[src/rtl/sdram_arb_rr.sv]
// sdram_arb_rr: N-port arbiter in front of the single-command SDRAM core.
// One requesting port owns the core from grant until the core acks; owner
// selection is fixed priority (port 0 highest) or rotating, with a
// registered grant (one cycle from request to core).
// Optional macro SDRAM_ARB_TIMEOUT_EN adds a watchdog that force-completes
// a stuck transaction with ack+error and a sticky timeout_o flag.
//
// Handshake: a port requests by holding port_rd_i or any port_wr_i strobe
// and must keep its whole command stable until it sees port_ack_o. The
// owner sees core accept/ack/error/read data mirrored onto its own port;
// every other port sees zeros. A port_ack_o pulse is the only completion
// event and lasts exactly one cycle.
module sdram_arb_rr #(
   parameter int NUM_PORTS      = 4,
   parameter int ADDR_W         = 32,
   parameter int DATA_W         = 32,
   parameter int LEN_W          = 8,
   parameter int ROUND_ROBIN    = 1,
   parameter int TIMEOUT_CYCLES = 1024
) (
   input  logic                            clk_i,
   input  logic                            rst_i,
   input  logic [NUM_PORTS*(DATA_W/8)-1:0] port_wr_i,
   input  logic [NUM_PORTS-1:0]            port_rd_i,
   input  logic [NUM_PORTS*LEN_W-1:0]      port_len_i,
   input  logic [NUM_PORTS*ADDR_W-1:0]     port_addr_i,
   input  logic [NUM_PORTS*DATA_W-1:0]     port_write_data_i,
   output logic [NUM_PORTS-1:0]            port_accept_o,
   output logic [NUM_PORTS-1:0]            port_ack_o,
   output logic [NUM_PORTS-1:0]            port_error_o,
   output logic [NUM_PORTS*DATA_W-1:0]     port_read_data_o,
   output logic [DATA_W/8-1:0]             core_wr_o,
   output logic                            core_rd_o,
   output logic [LEN_W-1:0]                core_len_o,
   output logic [ADDR_W-1:0]               core_addr_o,
   output logic [DATA_W-1:0]               core_write_data_o,
   input  logic                            core_accept_i,
   input  logic                            core_ack_i,
   input  logic                            core_error_i,
   input  logic [DATA_W-1:0]               core_read_data_i,
   output logic                            busy_o,
   output logic [$clog2(NUM_PORTS)-1:0]    owner_o
`ifdef SDRAM_ARB_TIMEOUT_EN
   ,
   output logic                            timeout_o
`endif
);

   localparam int STRB_W = DATA_W / 8;
   localparam int OWN_W  = $clog2(NUM_PORTS);

   // busy_o is the external view of this state register.
   typedef enum logic {ST_IDLE, ST_BUSY} state_t;

   state_t             state_q, state_d;
   logic [OWN_W-1:0]   owner_q, owner_d;
   logic [OWN_W-1:0]   rr_last_q, rr_last_d;

   logic [NUM_PORTS-1:0] req;
   logic [NUM_PORTS-1:0] cand;
   logic                 found;
   logic [OWN_W-1:0]     win;
   logic                 tmo_hit;
   logic                 rel;

   // A port requests when it reads or drives any write strobe.
   always_comb begin
      req = '0;
      for (int p = 0; p < NUM_PORTS; p++) begin
         req[p] = port_rd_i[p] | (|port_wr_i[p*STRB_W +: STRB_W]);
      end
   end

`ifdef SDRAM_ARB_TIMEOUT_EN
   localparam int CNT_W = $clog2(TIMEOUT_CYCLES + 1);
   logic [CNT_W-1:0] cnt_q;
   logic             timeout_q;

   assign tmo_hit   = (state_q == ST_BUSY) && !core_ack_i &&
                      (cnt_q == CNT_W'(TIMEOUT_CYCLES - 1));
   assign timeout_o = timeout_q;

   // Watchdog: counts un-acked busy cycles since the current grant.
   always_ff @(posedge clk_i) begin
      if (rst_i) begin
         cnt_q     <= '0;
         timeout_q <= 1'b0;
      end else begin
         if (state_q == ST_BUSY && !rel) cnt_q <= cnt_q + 1'b1;
         else                            cnt_q <= '0;
         if (tmo_hit) timeout_q <= 1'b1;
      end
   end
`else
   assign tmo_hit = 1'b0;
`endif

   // The grant ends on a core ack or a watchdog expiry.
   assign rel = core_ack_i | tmo_hit;

   // Winner search; a releasing owner is masked so it cannot re-win at once.
   always_comb begin
      int base;
      int idx;
      cand = req;
      if (state_q == ST_BUSY) cand[owner_q] = 1'b0;
      base = 0;
      if (ROUND_ROBIN != 0) begin
         base = int'(rr_last_q) + 1;
         if (base >= NUM_PORTS) base = 0;
      end
      found = 1'b0;
      win   = '0;
      for (int i = 0; i < NUM_PORTS; i++) begin
         idx = base + i;
         if (idx >= NUM_PORTS) idx = idx - NUM_PORTS;
         if (!found && cand[idx]) begin
            found = 1'b1;
            win   = OWN_W'(idx);
         end
      end
   end

   // State, owner and rotation pointer registers.
   always_ff @(posedge clk_i) begin
      if (rst_i) begin
         state_q   <= ST_IDLE;
         owner_q   <= '0;
         rr_last_q <= OWN_W'(NUM_PORTS - 1);
      end else begin
         state_q   <= state_d;
         owner_q   <= owner_d;
         rr_last_q <= rr_last_d;
      end
   end

   // Next state: grant from IDLE, or hand over / go idle on release.
   always_comb begin
      state_d   = state_q;
      owner_d   = owner_q;
      rr_last_d = rr_last_q;
      case (state_q)
         ST_IDLE: begin
            if (found) begin
               state_d   = ST_BUSY;
               owner_d   = win;
               rr_last_d = win;
            end
         end
         ST_BUSY: begin
            if (rel) begin
               if (found) begin
                  owner_d   = win;
                  rr_last_d = win;
               end else begin
                  state_d = ST_IDLE;
               end
            end
         end
         default: state_d = ST_IDLE;
      endcase
   end

   // Datapath muxing: only the owner reaches the core and sees responses.
   always_comb begin
      core_wr_o         = '0;
      core_rd_o         = 1'b0;
      core_len_o        = '0;
      core_addr_o       = '0;
      core_write_data_o = '0;
      port_accept_o     = '0;
      port_ack_o        = '0;
      port_error_o      = '0;
      port_read_data_o  = '0;
      if (state_q == ST_BUSY) begin
         core_wr_o         = port_wr_i[int'(owner_q)*STRB_W +: STRB_W];
         core_rd_o         = port_rd_i[owner_q];
         core_len_o        = port_len_i[int'(owner_q)*LEN_W +: LEN_W];
         core_addr_o       = port_addr_i[int'(owner_q)*ADDR_W +: ADDR_W];
         core_write_data_o = port_write_data_i[int'(owner_q)*DATA_W +: DATA_W];
         port_accept_o[owner_q] = core_accept_i;
         port_ack_o[owner_q]    = core_ack_i | tmo_hit;
         port_error_o[owner_q]  = core_error_i | tmo_hit;
         port_read_data_o[int'(owner_q)*DATA_W +: DATA_W] = core_read_data_i;
      end
   end

   assign busy_o  = (state_q == ST_BUSY);
   assign owner_o = owner_q;

endmodule

[config.mk]
export PLATFORM = sky130hd
export DESIGN_NAME = sdram_arb_rr
export DESIGN_NICKNAME = d
export VERILOG_FILES = /design/src/rtl/sdram_arb_rr.sv
export SDC_FILE = /design/constraint.sdc
export NUM_CORES = 1
export LEC_CHECK = 0
export ABC_CLOCK_PERIOD_IN_PS = 2400
export CORE_AREA = 2 2 219 221
export CTS_BUF_LIST = sky130_fd_sc_hd__clkbuf_8
export DETAILED_ROUTE_END_ITERATION = 12
export DIE_AREA = 0 0 221 223
export PLACE_DENSITY_LB_ADDON = 0.25
export SLEW_MARGIN = 20
export SYNTH_ARGS = -nofsm -noshare
export SYNTH_HDL_FRONTEND = slang
export SYNTH_SLANG_ARGS = --single-unit
[constraint.sdc]
create_clock -name clk_i -period 2.4 [get_ports clk_i]
set_input_delay 0.48 -clock clk_i [delete_from_list [all_inputs] [get_ports clk_i]]
set_output_delay 0.48 -clock clk_i [all_outputs]
set_load 0.1 [all_outputs]
==> impl_metrics.toml <==
[global_route]
grt_start_max_net_pins = 73
grt_use_met3_pct = 3.69
use_met1_pct = 12.4
grt-busiest-layer = "met2"
grt_usage_pct = 12.5
grt_pass1_wl_um = 45400
grt_util_met2_pct = 25.0
grt_pass1_vias = 6336
overflow = 0
antenna_found_initial = 9

[clock_network]
cts_root_buffer = "clkbuf_8"
clkSinkCount = 5
clockBufferDepth = 2
clk_pin_slew_ns = 0.04
ctsHtreeMaxLevel = 1
cts_tree = "built"
cts_inserted_buffers = 3
clock_latency_ns = 0.22

[detailed_routing]
firstDrtPassIters = 4
avgViaCountPerCell = 3.63
wl_per_cell_um = 20.5
num_vias = 5814
drcViolationCount = 0
wl_um = 32900
drt_iter0_markers = 131
ant_nets = 0

[synth]
avgSynthCellArea_um2 = 9.62
ys_ff_latch = 5
synth_warnings = 0
netlist_area_um2 = 3750
ys_seq_area_share_pct = 2.67
synth_cells = 390
synth_nets = 741
synth_cell_types = 30

[job]
cap_viol_max_count = 0

[critical_path]
r2r_cells = 8
crit_fanout = 8
worst_setup_path_end_kind = "primary output"
critPathRequiredTime_ns = 1.92
cp.arrival_ns = 1.96
path_class = "reg -> out"
crit_path_start_kind = "flop"

[placement]
port-buffer-count = 564
place_congestion = 0.866
dpl.cell_count = 1566
hpwlAfterDp_um = 26800
place_area_um2 = 13100

[floorplan]
core_um2 = 47100
die_area_um2 = 49300
start_util_pct = 7.96
die_y_um = 223
rows = 80
io-pin-count = 565
dieWidth_um = 221

[finish]
multiInputGateArea_um2 = 4120
final_core_util_pct = 29.5
syn2layout_area_growth_pct = 271
regArea_um2 = 109
nNetsFinal = 1336
final_area_um2 = 13900
finalNonFillerCells = 1603
drive_above_1_share_pct = 61.7
num-fill-cells = 4803

[sta]
min_period_over_period_pct = 102
setup_slack_ns = -0.0421
slew_viol_final = 0
rsz0062_at_grt = "true"
relSlewSlack_pct = 72.9
hold_violations = 0
worst_slew_pin_slew_ns = 0.407
fin_skew_ns = 0.00321
setup_viol = 50
post-route-min-period_ns = 2.44
fin_hold_ws_ns = 0.487
fmax_ghz = 0.409

[outcome]
status = "finished with violations"
violations = "setup timing"

[power_and_ir_drop]
p_int_w = 0.00398
swShare_pct = 53.6
power_frac_comb_pct = 96.6
power_frac_seq_pct = 1.6
power.density_nw_per_um2 = 616
p_clk_share_pct = 1.8
power.switching_w = 0.00459
ir_drop_mv = 0.372
p_leak_nw = 5.31

[worst_hold_path]
hold_path_depth = 2
hold_path.class = "reg -> reg"
worst max-delay path, stage by stage (launching register included):
cell and delay [ns]:
dfxtp_4 0.38, inv_4 0.07, ha_4 0.17, buf_6 0.13, nor4b_4 0.25, buf_6 0.22
buf_12 0.17, and2_4 0.17, buf_12 0.17
cell families after synthesis:
kind of cell / synth area share (%)
buf+inv: 4.67
fa+ha+maj: 2.00
compound gates: 4.60
flops: 2.67
mux: 46.3
simple gates: 39.7
cell type report:
class | instances | area share (%)
clock inverter | 1 | 0.0360
inverter | 2 | 0.108
clock buffer | 3 | 0.297
tap | 615 | 5.53
sequential | 5 | 0.782
timing repair buffer | 630 | 63.6
multi-input combinational | 343 | 29.6
antenna | 4 | 0.0719
cells in the mapped netlist:
cell | n | share of area (%)
o41ai_4 | 1 | 0.73
a21oi_1 | 5 | 0.67
o211a_1 | 1 | 0.27
o21ai_0 | 2 | 0.27
o221a_2 | 1 | 0.30
and3_1 | 12 | 2.0
inv_1 | 2 | 0.20
mux4_2 | 76 | 46
and2_1 | 205 | 34
buf_2 | 11 | 1.5
nand2_1 | 9 | 0.90
a311oi_1 | 1 | 0.23
o211ai_1 | 1 | 0.20
o21a_4 | 1 | 0.40
nor4_1 | 2 | 0.33
mux4_1 | 1 | 0.70
o221ai_1 | 2 | 0.47
clkbuf_1 | 26 | 2.6
nand2b_1 | 1 | 0.17
nor2_1 | 3 | 0.30
o311a_1 | 1 | 0.27
buf_4 | 1 | 0.20
or2_2 | 1 | 0.17
buf_1 | 2 | 0.20
dfxtp_1 | 5 | 2.7
nor4b_1 | 3 | 0.70
or4_1 | 2 | 0.40
ha_1 | 6 | 2.0
o21a_1 | 4 | 0.80
or4_4 | 2 | 0.60
power by group through the flow:
| stage | Sequential (W) | Clock (W) | Combinational [W] |
|---|---|---|---|
| after floorplan | 0.000197 | 0 | 0.00460 |
| after global placement | 0.000149 | 0 | 0.00771 |
| after detailed placement | 0.000150 | 0 | 0.00770 |
| after CTS | 0.000137 | 0.000157 | 0.00819 |
| after global routing | 0.000142 | 0.000165 | 0.00860 |
| final | 0.000139 | 0.000154 | 0.00828 |
metal layers:
metal | up-vias | routed length, um
li1 | 2631 | -
met3 | 24 | 2600
met5 | - | 24
met1 | 2793 | 11000
met2 | 362 | 18900
met4 | 4 | 366
cell usage in the layout, fill, tap and decap left out, types with 2 or more instances in the layout:
master	Yosys	layout
mux4_2	76	77
buf_16	0	6
nand2_2	0	3
buf_12	0	236
buf_8	0	10
diode_2	0	4
and2_4	0	199
and3_2	0	12
a21oi_1	5	5
or4_1	2	2
nor4b_4	0	3
clkbuf_8	0	3
o21ai_0	2	2
dfxtp_4	0	2
ha_1	6	2
dfxtp_1	5	2
buf_4	1	19
and2_2	0	6
o21a_1	4	4
nand2_1	9	5
buf_6	0	11
ha_4	0	4
or4_4	2	2
clkbuf_16	0	4
clkdlybuf4s50_1	0	344
nor2_1	3	3
o221ai_1	2	2
worst paths after layout:
| check | from | end | slack, ns |
|---|---|---|---|
| max reg2reg | owner_o[0] | owner_o[1] | 0.60 |
| min reg2reg | rr_last_q[1] | rr_last_q[1] | 0.49 |
| min | rr_last_q[1] | rr_last_q[1] | 0.49 |
| max | owner_o[0] | port_read_data_o[84] | -0.04 |
sequential cells by signal, indices dropped and copies added, names as in the netlist:
| name | cells |
|---|---|
| busy_o | 1 |
| rr_last_q | 2 |
| owner_o | 2 |
what timing repair did:
action                     in CTS  in global routing
gates cloned                    7                  4
hold buffers                    0                  0
pin swaps                       4                  3
setup buffers                  17                  3
setup endpoints to repair     184                201
gates resized for setup        61                 68
per-stage QoR:
stage | power, W | setup TNS, ns | setup WS (ns)
6_report | 0.00857 | -0.753 | -0.0421
3_5_place_dp | 0.00785 | -0.121 | -0.0546
5_1_grt | 0.00891 | -8.83 | -0.0993
2_1_floorplan | 0.00480 | -33.60 | -0.231
4_1_cts | 0.00849 | -4.59 | -0.127
3_3_place_gp | 0.00785 | -0.0897 | -0.0499
Note: power is estimated with default switching activity, not from simulation.
